### src/rtl/alu_pkg.sv
// Shared definitions for the shift sequencer: shift mode and FSM state encodings
// plus the default datapath widths.
package alu_pkg;

  localparam int DEFAULT_WIDTH = 8;
  localparam int DEFAULT_CNT_W = 3;

  typedef enum logic [1:0] {
    MODE_LSL = 2'b00,
    MODE_LSR = 2'b01,
    MODE_ASR = 2'b10,
    MODE_ROR = 2'b11
  } mode_e;

  typedef enum logic [1:0] {
    ST_IDLE  = 2'b00,
    ST_SHIFT = 2'b01,
    ST_DONE  = 2'b10
  } state_e;

endpackage

### src/rtl/shift_step.sv
// One-bit shift/rotate step. Purely combinational; the sequencer applies it
// once per SHIFT cycle.
module shift_step
  import alu_pkg::*;
#(
  parameter int WIDTH = DEFAULT_WIDTH
) (
  input  logic [WIDTH-1:0] value_i,
  input  mode_e            mode_i,
  output logic [WIDTH-1:0] value_o,
  output logic             carry_out_o
);

  always_comb begin
    value_o     = value_i;
    carry_out_o = 1'b0;
    case (mode_i)
      MODE_LSL: begin
        value_o     = {value_i[WIDTH-2:0], 1'b0};
        carry_out_o = value_i[WIDTH-1];
      end
      MODE_LSR: begin
        value_o     = {1'b0, value_i[WIDTH-1:1]};
        carry_out_o = value_i[0];
      end
      MODE_ASR: begin
        value_o     = {value_i[WIDTH-1], value_i[WIDTH-1:1]};
        carry_out_o = value_i[0];
      end
      MODE_ROR: begin
        value_o     = {value_i[0], value_i[WIDTH-1:1]};
        carry_out_o = value_i[0];
      end
      default: begin
        value_o     = value_i;
        carry_out_o = 1'b0;
      end
    endcase
  end

endmodule

### src/rtl/alu_shift_sequencer.sv
// Multi-cycle shifter: accepts one request, applies one 1-bit step per cycle,
// then holds the result until the consumer takes it.
module alu_shift_sequencer
  import alu_pkg::*;
#(
  parameter int WIDTH = DEFAULT_WIDTH,
  parameter int CNT_W = DEFAULT_CNT_W
) (
  input  logic             clk,
  input  logic             rst_n,
  input  logic             start_valid,
  output logic             start_ready,
  input  logic [WIDTH-1:0] operand,
  input  logic [CNT_W-1:0] amount,
  input  logic [1:0]       mode,
  output logic [WIDTH-1:0] result,
  output logic             carry,
  output logic             zero,
  output logic             done_valid,
  input  logic             done_ready,
  output logic             busy
);

  // Handshakes: a transfer happens on a rising clk edge where valid and ready
  // are both high; valid never depends on ready, and the payload is held while
  // valid is high and ready is low.

  state_e           state_q, state_d;
  logic [WIDTH-1:0] result_q, result_d;
  logic             carry_q, carry_d;
  logic [CNT_W-1:0] cnt_q, cnt_d;
  mode_e            mode_q, mode_d;
  logic [WIDTH-1:0] step_value;
  logic             step_carry;

  shift_step #(.WIDTH(WIDTH)) u_step (
    .value_i     (result_q),
    .mode_i      (mode_q),
    .value_o     (step_value),
    .carry_out_o (step_carry)
  );

  always_ff @(posedge clk or negedge rst_n) begin
    if (!rst_n) begin
      state_q  <= ST_IDLE;
      result_q <= '0;
      carry_q  <= 1'b0;
      cnt_q    <= '0;
      mode_q   <= MODE_LSL;
    end else begin
      state_q  <= state_d;
      result_q <= result_d;
      carry_q  <= carry_d;
      cnt_q    <= cnt_d;
      mode_q   <= mode_d;
    end
  end

  always_comb begin
    state_d  = state_q;
    result_d = result_q;
    carry_d  = carry_q;
    cnt_d    = cnt_q;
    mode_d   = mode_q;
    case (state_q)
      ST_IDLE: begin
        if (start_valid) begin
          result_d = operand;
          carry_d  = 1'b0;
          cnt_d    = amount;
          mode_d   = mode_e'(mode);
          state_d  = (amount == '0) ? ST_DONE : ST_SHIFT;
        end
      end
      ST_SHIFT: begin
        result_d = step_value;
        carry_d  = step_carry;
        cnt_d    = cnt_q - 1'b1;
        if (cnt_q == CNT_W'(1)) state_d = ST_DONE;
      end
      ST_DONE: begin
        // Returning through IDLE guarantees a gap cycle before the next accept.
        if (done_ready) state_d = ST_IDLE;
      end
      default: state_d = ST_IDLE;
    endcase
  end

  always_comb begin
    start_ready = (state_q == ST_IDLE);
    done_valid  = (state_q == ST_DONE);
    busy        = (state_q != ST_IDLE);
    result      = result_q;
    carry       = carry_q;
    zero        = (result_q == '0);
  end

endmodule

### config.mk
export PLATFORM = sky130hd
export DESIGN_NAME = alu_shift_sequencer
export DESIGN_NICKNAME = d
export VERILOG_FILES = /design/src/rtl/alu_pkg.sv /design/src/rtl/shift_step.sv /design/src/rtl/alu_shift_sequencer.sv
export SDC_FILE = /design/constraint.sdc
export NUM_CORES = 1
export LEC_CHECK = 0
export ABC_AREA = 1
export CAP_MARGIN = 40
export CORE_ASPECT_RATIO = 1.4
export CORE_MARGIN = 2
export CORE_UTILIZATION = 49
export DETAILED_ROUTE_END_ITERATION = 12
export PLACE_DENSITY = 0.88
export SYNTH_ARGS = -nofsm -noshare
export SYNTH_HDL_FRONTEND = slang
export SYNTH_SLANG_ARGS = --single-unit
### constraint.sdc
create_clock -name clk -period 2.07 [get_ports clk]
set_clock_uncertainty 0.1 [all_clocks]
set_input_delay 0.414 -clock clk [delete_from_list [all_inputs] [get_ports clk]]
set_output_delay 0.414 -clock clk [all_outputs]
set_load 0.05 [all_outputs]
==> results of run 1 <==
-- cells by family after synthesis --
kind of cell	count (synthesis)	synth area share [%]
compound gates	27	16.5
fa+ha+maj	2	2.56
buf+inv	24	10.1
flops	16	41.0
simple gates	71	29.7
-- worst register-to-register path: cells and delay by family (launching register included) --
family / cells / cell delay (ns)
and+or+nand+nor: 3 / 0.63
buffers and inverters: 1 / 0.13
DFF: 1 / 0.44
AOI/OAI and AO/OA: 1 / 0.11
-- stage by stage --
step | area (µm²) | power (mW) | util (%)
2_1_floorplan | 976 | 1.72 | -
3_3_place_gp | 1310 | 2.16 | 67.9
3_5_place_dp | 1310 | 2.20 | 67.9
4_1_cts | 1340 | 2.43 | 69.8
5_1_grt | 1340 | 2.61 | 69.8
6_report | 1340 | 2.42 | 69.8
-- area by class of cell --
cell class                 instances  area, µm²  area share [%]
tap                               21       26.3            1.96
inverter                          21       78.8            5.87
multi-input combinational        100        477            35.5
timing repair buffer              32        325            24.2
clock buffer                       4       36.3            2.70
sequential                        16        400            29.8
-- Yosys cell counts (2+ instances only) --
cell / number
nand2_1: 49
a21boi_1: 6
nand3_1: 11
ha_1: 2
inv_1: 18
dfrtp_1: 16
o21ai_0: 10
a21oi_1: 7
nand4_1: 2
nor2_1: 7
buf_4: 2
inv_2: 3
-- flip-flops by register name, summed over array words and instances (netlist names) --
signal   cells
cnt_q        3
state_q      2
mode_q       2
carry        1
result       8
-- power breakdown --
group | internal, mW | total (mW) | switching (mW)
combinational | 0.549 | 1.62 | 1.07
clock | 0.107 | 0.213 | 0.106
sequential | 0.472 | 0.590 | 0.118
total | 1.13 | 2.42 | 1.29
-- how the worst max path moves through the flow --
stage / to / slack, ns / depth (start not counted)
after CTS: result[0] / 0.03 / 1
after floorplan: zero / 0.07 / 3
after global routing: result[7] / 0.003 / 1
after global placement: result[7] / 0.38 / 1
after detailed placement: result[0] / 0.37 / 1
final: result[7] / 0.03 / 1
-- per-layer routing --
layer	up-vias	GRT usage, %	wire length [µm]
met5	-	0	0
met4	0	15.7	75
met3	7	3.54	105
met2	35	38.6	1250
met1	465	25.7	990
li1	508	-	-
==> summary.txt, run 1 <==
GRT
  • Gr ovfl total: 0
  • First-pass GRT wire length: 4170 µm
  • Number of global-route vias before repair: a little over 1,000
  • Pin count of the biggest net entering global routing: 17
  • Initial antenna violation count: 0
  • All-layer global routing usage: 22.8%

Route
  • Starting DRT DRC Count: 17
  • Antenna Violating Nets Remaining: 0
  • Drt total wl: 2420 µm
  • Drt pass-1 iters: 5
  • DR vias/cell: between 5 and 6
  • Via count: ~1,000
  • DRC viols: 0
  • Routed len/inst: 12.5 µm

Yosys
  • Synth top area share: 41.0%
  • Yosys warnings: 0
  • Synth Cell Area: 976 µm²
  • Mapped Avg Cell Area: 6.97 µm²
  • Post-synthesis cell type count: 19
  • Syn Inst Count: 140
  • Number of synthesized flops with an enable pin: 0
  • Post-synth ARST share: 100%
  • Synth area leaders: dfrtp_1, nand2_1, inv_1
  • Register area share after synthesis: 41.0%
  • Area leader, netlist: dfrtp_1
  • Post-Syn Nets: 159
  • Flops & latches, synth: 16
  • Main synth FF type: dfrtp_1

Critical path
  • Startpoint Class: flop
  • FF-to-FF setup slack: 0.58 ns
  • Crit path buffers/inverters: 1
  • Register-to-Register Path Depth: 5
  • Crit-path max FO: 4
  • Crit Path Class: reg2out
  • Reg-to-reg startpoint: state_q[0]
  • Slowest cell on the critical path: clkdlybuf4s50_1
  • Worst EP required: 1.56 ns
  • RR Endpoint: cnt_q[2]
  • Crit-path max cell delay: 0.82 ns
  • Setup crit end kind: output pin
  • CP arrival: 1.53 ns
  • CP top delay family: buffers and inverters
  • CP startpoint: result[7]
  • CP Cell Sequence: clkdlybuf4s50_1

CTS
  • Worst-Skew Late Latency: 0.30 ns
  • Clk buf depth: 2
  • Root Buffer: clkbuf_4
  • Setup Fix Bufs, Post-CTS: 0
  • PostCTS Resize Cnt: 0
  • Htree depth: 1
  • CTS buffer count: 3
  • Hold-fix buffers, CTS: 0
  • CTS tree: built
  • Sink Count: 16
  • Clk pin slew, worst setup/hold paths: roughly 0.09 ns

Final layout
  • Fin cells: 194
  • Fill count: 168
  • Share of layout cells above drive strength 1: 10.4%
  • Most frequent cells in the layout: nand2_1, clkdlybuf4s50_1, inv_1, dfrtp_1, nand3_1
  • Antenna diode count: 0
  • Area growth from synthesis to layout: 37.7%
  • Nets: 193
  • Commonest non-fill, non-tap cell in the layout: nand2_1

Timing
  • Setup-failing EPs final: 0
  • RSZ-0062 raised after global routing: no
  • Worst slew margin: 66.7%
  • Hold_ws: roughly 0.32 ns
  • Final worst slack: 0.0283 ns
  • Final period utilization: 98.6%
  • Post-route minimum period: 2.04 ns
  • FMAX: 490 MHz
  • Hold Vio Cnt, Final: 0
  • Worst slew pin tran: roughly 0.5 ns
  • Pins Over Slew Limit: 0
  • Setup TNS: 0 ns

Power
  • Leakage: 0.676 nW
  • VDD IR-drop max: 0.00136 V
  • PwrDens: 1800 mW/mm²

Die
  • Core ar.: 0.00193 mm²
  • Core Rows: 19
  • Die width: 41.7 µm
  • I/O pin cnt: 30
  • Initial Util: 50.7%
  • Die H: 56.8 µm
  • Die area: 0.00237 mm²

Place
  • Buffers on Ports: 29
  • DP HPWL: 1860 µm
  • Placed Cells incl. Taps: 190
  • Gpl congestion: 0.820
  • DP Worst Slack: ~0.37 ns

Flow run
  • Max_cap viols: 0

Run status
  • Status: finished, final reports clean

Hold path
  • Worst Hold Class: in2async
(Power assumes the default switching activity.)
==> run 2: changes to the inputs <==
Settings changed: SETUP_SLACK_MARGIN set to 0.02.
==> run 2 against run 1 <==
  * Cell count unchanged
  * Cell area increased by 0.37%
  * Combinational power about the same
  * Hold slack got worse by 0.0030 ns
  * First-iteration DRC count increased by 24%
  * Sequential share of layout area decreased by 0.11 points
  * Via count increased by 1.5%
  * Count of clock-buffer cells in the layout unchanged
  * Largest power group unchanged
  * Routed wire length increased by 0.75%
  * Highest routed layer unchanged
==> summary.txt, run 2 (synthesized netlist as in run 1, its figures left out) <==
Critical path
  • Crit Path Class: reg2out
  • CP top delay family: buffers and inverters
  • Worst EP required: 1.56 ns
  • Slowest cell on the critical path: clkdlybuf4s50_1
  • Register-to-Register Path Depth: 5
  • Crit-path max FO: 2
  • Crit path buffers/inverters: 1
  • Stages on the worst setup path: 1
  • CP Cell Sequence: clkdlybuf4s50_1
  • Setup crit end kind: output pin
  • CP arrival: 1.47 ns
  • Startpoint Class: flop
  • Crit-path max cell delay: around 0.80 ns

Run status
  • Status: finished, final reports clean

GRT
  • First-pass GRT wire length: 4170 µm
  • Pin count of the biggest net entering global routing: 17
  • Initial antenna violation count: 0
  • Gr ovfl total: 0
  • All-layer global routing usage: between 20 and 25%
  • Number of global-route vias before repair: 1,018
  • Peak-usage layer in the global routing report: met2
  • M2 GR Usage: 38.6%
  • Met3 usage: around 3.5%
  • Grt met1 use: around a quarter

Final layout
  • Commonest non-fill, non-tap cell in the layout: nand2_1
  • Fill count: 165
  • Area of the multi-input gates: 477 µm²
  • Share of layout cells above drive strength 1: 10.4%
  • Reg area: between 400 and 500 µm²
  • Antenna diode count: 0
  • Area growth from synthesis to layout: 38.2%
  • Most frequent cells in the layout: nand2_1, clkdlybuf4s50_1, inv_1, dfrtp_1, nand3_1
  • Nets: between 150 and 200
  • Design Area, Final: 0.00135 mm²
  • Max FFs per register: 8

Route
  • Antenna Violating Nets Remaining: 0
  • Drt total wl: ~2400 µm
  • Starting DRT DRC Count: 21
  • Drt pass-1 iters: 4
  • Via count: roughly 1,000
  • DRC viols: 0
  • DR vias/cell: roughly 5.3
  • Routed len/inst: 12.5 µm

Timing
  • Setup TNS: 0 ns
  • Hold_ws: around 0.32 ns
  • Final worst slack: 0.0816 ns
  • Setup-failing EPs final: 0
  • Worst slew margin: 66.3%
  • Final period utilization: 96.1%
  • Hold Vio Cnt, Final: 0
  • RSZ-0062 raised after global routing: no
  • FMAX: 503 MHz
  • Post-route minimum period: 1.99 ns
  • Pins Over Slew Limit: 0
  • Worst slew pin tran: 0.503 ns

Die
  • Core ar.: 0.00193 mm²
  • I/O pin cnt: 30
  • Die H: 56.8 µm
  • Die area: ~0.0024 mm²
  • Initial Util: 50.7%
  • Die width: between 40 and 50 µm
  • Core Rows: 19

Place
  • Post-DP Area: 0.00131 mm²
  • DP Worst Slack: between 0.3 and 0.4 ns
  • Gpl congestion: 0.820
  • DP HPWL: around 1900 µm
  • Buffers on Ports: 29

CTS
  • Clk buf depth: 2
  • Setup Fix Bufs, Post-CTS: 0
  • Root Buffer: clkbuf_4
  • Clk pin slew, worst setup/hold paths: around 0.10 ns
  • Hold-fix buffers, CTS: 0
  • Sink Count: 16
  • CTS tree: built
  • Htree depth: 1
  • CTS buffer count: 3
  • Worst-Skew Late Latency: 0.30 ns

Power
  • Leakage: 0.694 nW
  • PwrDens: 1790 mW/mm²
  • Pwr Total: between 2 and 2.5 mW
  • VDD IR-drop max: 0.00136 V

Hold path
  • Worst Hold Class: in2async

Flow run
  • Max_cap viols: 0
[run 2: area by class of cell]
cell class / instances / share of cell area, %
Tap cell: 21 / 1.95
Sequential cell: 16 / 29.7
Timing Repair Buffer: 32 / 24.5
Inverter: 21 / 5.84
Clock buffer: 4 / 2.69
Multi-Input combinational cell: 100 / 35.3
[run 2: final timing paths]
kind                       slack (ns)        from         to
min reg2reg                      0.42       carry      carry
max in group asynchronous        1.36       rst_n  result[5]
min in group clk                 0.42       carry      carry
max reg2reg                      0.58  state_q[0]   cnt_q[2]
min                              0.32       rst_n  result[0]
max                              0.08       carry      carry
[run 2: metal layers]
layer  routed length (µm)  part of all wire [%]  vias up
li1                     -                     -      508
met1                  958                    39      475
met2                 1260                    52       36
met3                  133                   5.5       11
met4                   87                   3.6        0
met5                    0                     0        -
[run 2: timing repair]
item | in CTS | in global routing
setup endpoints to repair | 0 | 2
hold endpoints to repair | 0 | 0
resized for setup | 0 | 2
[run 2: metrics by stage]
step,utilization (%),std cells
finish,70.0,194
detailed placement,67.9,190
CTS,69.8,194
global placement,67.9,190
floorplan,-,140
global route,70.0,194
[run 2: where the power goes]
| part | total [mW] | leakage [nW] | internal (mW) | switching (mW) |
|---|---|---|---|---|
| clock | 0.215 | 0.0210 | 0.107 | 0.108 |
| sequential | 0.588 | 0.190 | 0.472 | 0.116 |
| combinational | 1.62 | 0.483 | 0.547 | 1.07 |
==> patch (config.mk and constraints of run 1) <==
Take the reset off `result_q` and load it in a clocked block of its own.
--- a/src/rtl/alu_shift_sequencer.sv
+++ b/src/rtl/alu_shift_sequencer.sv
@@ -45,3 +45,2 @@
       state_q  <= ST_IDLE;
-      result_q <= '0;
       carry_q  <= 1'b0;
@@ -51,3 +50,2 @@
       state_q  <= state_d;
-      result_q <= result_d;
       carry_q  <= carry_d;
@@ -56,2 +54,6 @@
     end
+  end
+
+  always_ff @(posedge clk) begin
+    result_q <= result_d;
   end
Formal check against the unedited RTL: not equivalent (Yosys sat finds a counterexample within 4 cycles, from zero or initial values and one cycle with rst_n low).
==> patch against run 1 <==
Sequential cell count unchanged; combinational power shrank 15%; critical endpoint is now result[0]; sequential share of layout area grew 5.0 points; via count down 9.6%; setup slack better by 26 ps; count of clock-buffer cells in the layout unchanged; maximum frequency is 1.3% higher; critical path type unchanged; largest cell class is now sequential cells; routed wire length down 15%; synthesized cell count decreased by 7.9%; largest power group unchanged; area after synthesis down 4.2%; final area down 5.9%; total power shrank 8.7%.
==> patch: results (changes against run 1) <==
drt pass-1 iters 4 (-1); maximum number of pins on one net before global-route repair 14 (-3); post-DR wirelength/cell 11.3 um (-9.1%); EDFF count, synth 8 (+8); Worst Tran Pin Value 491 ps (-7.91 ps); run status complete, no violations; gpl congestion 0.795 (-3.1%); fraction of final layout cells with drive strength greater than 1 0.0807 (-0.0233); FILL cells 159 (-5.4%); Max FO, Critical Path 3 (-1); initial drt markers 35 (+18); Layout Nets 181 (-6.2%); via count of the first global-routing pass 889 (-13%); global router's overall resource usage 0.207 (-0.0212); worst vdd rail ir drop 0.00102 V (-25%); Syn Nets 148 (-6.9%); number of library cell types mapped by synthesis 18 (-1); first-pass GRT wire length 3340 um (-20%); Synth Area in Compound Gates 0.0442 (-0.121); P_leak 0.000642 uW (-5.0%); vias per cell 5.07 (-3.1%); fraction of registers with async set or reset after synthesis 0.500 (-0.500); cell types with the highest counts after synthesis sky130_fd_sc_hd__nand2_1 (56), sky130_fd_sc_hd__inv_1 (18), sky130_fd_sc_hd__nand3_1 (11); Crit path arrival time 1500 ps (-30 ps); biggest area contributors in the synthesized netlist sky130_fd_sc_hd__edfxtp_1 (26%), sky130_fd_sc_hd__nand2_1 (22%), sky130_fd_sc_hd__dfrtp_1 (21%), sky130_fd_sc_hd__inv_1 (7.2%), sky130_fd_sc_hd__nand3_1 (5.9%); switching power total 1170 uW (-9.6%); HPWL after detailed placement 1550 um (-17%); fraction of the mapped netlist area in adder cells 0.0268 (+0.00113)
==> patch: worst paths after layout <==
check,startpoint,to,slack [ps],cells after the start
max in group asynchronous,rst_n,mode_q[1],1290,1
max reg2reg,state_q[0],state_q[1],650,5
min reg2reg,carry,carry,410,2
max,result[0],result[0],50,1
min,rst_n,cnt_q[0],300,1
min in group clk,carry,carry,410,2
==> patch: power groups by stage <==
stage | clock, uW | sequential (uW) | combinational, uW
finish | 173 | 660 | 1370
global route | 185 | 680 | 1500
CTS | 176 | 660 | 1380
floorplan | 0 | 966 | 693
detailed placement | 0 | 666 | 1370
global placement | 0 | 662 | 1350
==> patch: area by class of cell <==
type,instances,share of cell area
tap,20,0.0198
timing repair buffer,30,0.235
multi-input combinational,92,0.319
sequential,16,0.348
clock buffer,4,0.0208
inverter,19,0.0564
==> patch: metrics by stage <==
step / area (sq um) / setup WS [ps] / instances / util
CTS: 1260 / 51.2 / 181 / 0.711
detailed placement: 1240 / 371 / 177 / 0.696
finish: 1260 / 54.4 / 181 / 0.711
global route: 1260 / 21.0 / 181 / 0.711
floorplan: 935 / 24.2 / 129 / -
global placement: 1240 / 392 / 177 / 0.696
==> patch: metal layers <==
layer,vias to the layer above,share of wire,wire length (um),GRT usage
li1,466,-,-,-
met1,411,0.41,833,0.225
met2,36,0.52,1060,0.366
met3,5,0.056,115,0.0240
met4,0,0.020,42,0.0857
met5,-,0,0,0
==> patch: logic make-up (layout without fill, tap and decap cells) <==
| family | count (synthesis) | in the layout |
|---|---|---|
| adders and majority gates | 2 | 2 |
| buffers and inverters | 21 | 53 |
| AOI/OAI and AO/OA | 8 | 8 |
| and+or+nand+nor | 82 | 82 |
| DFF | 16 | 16 |
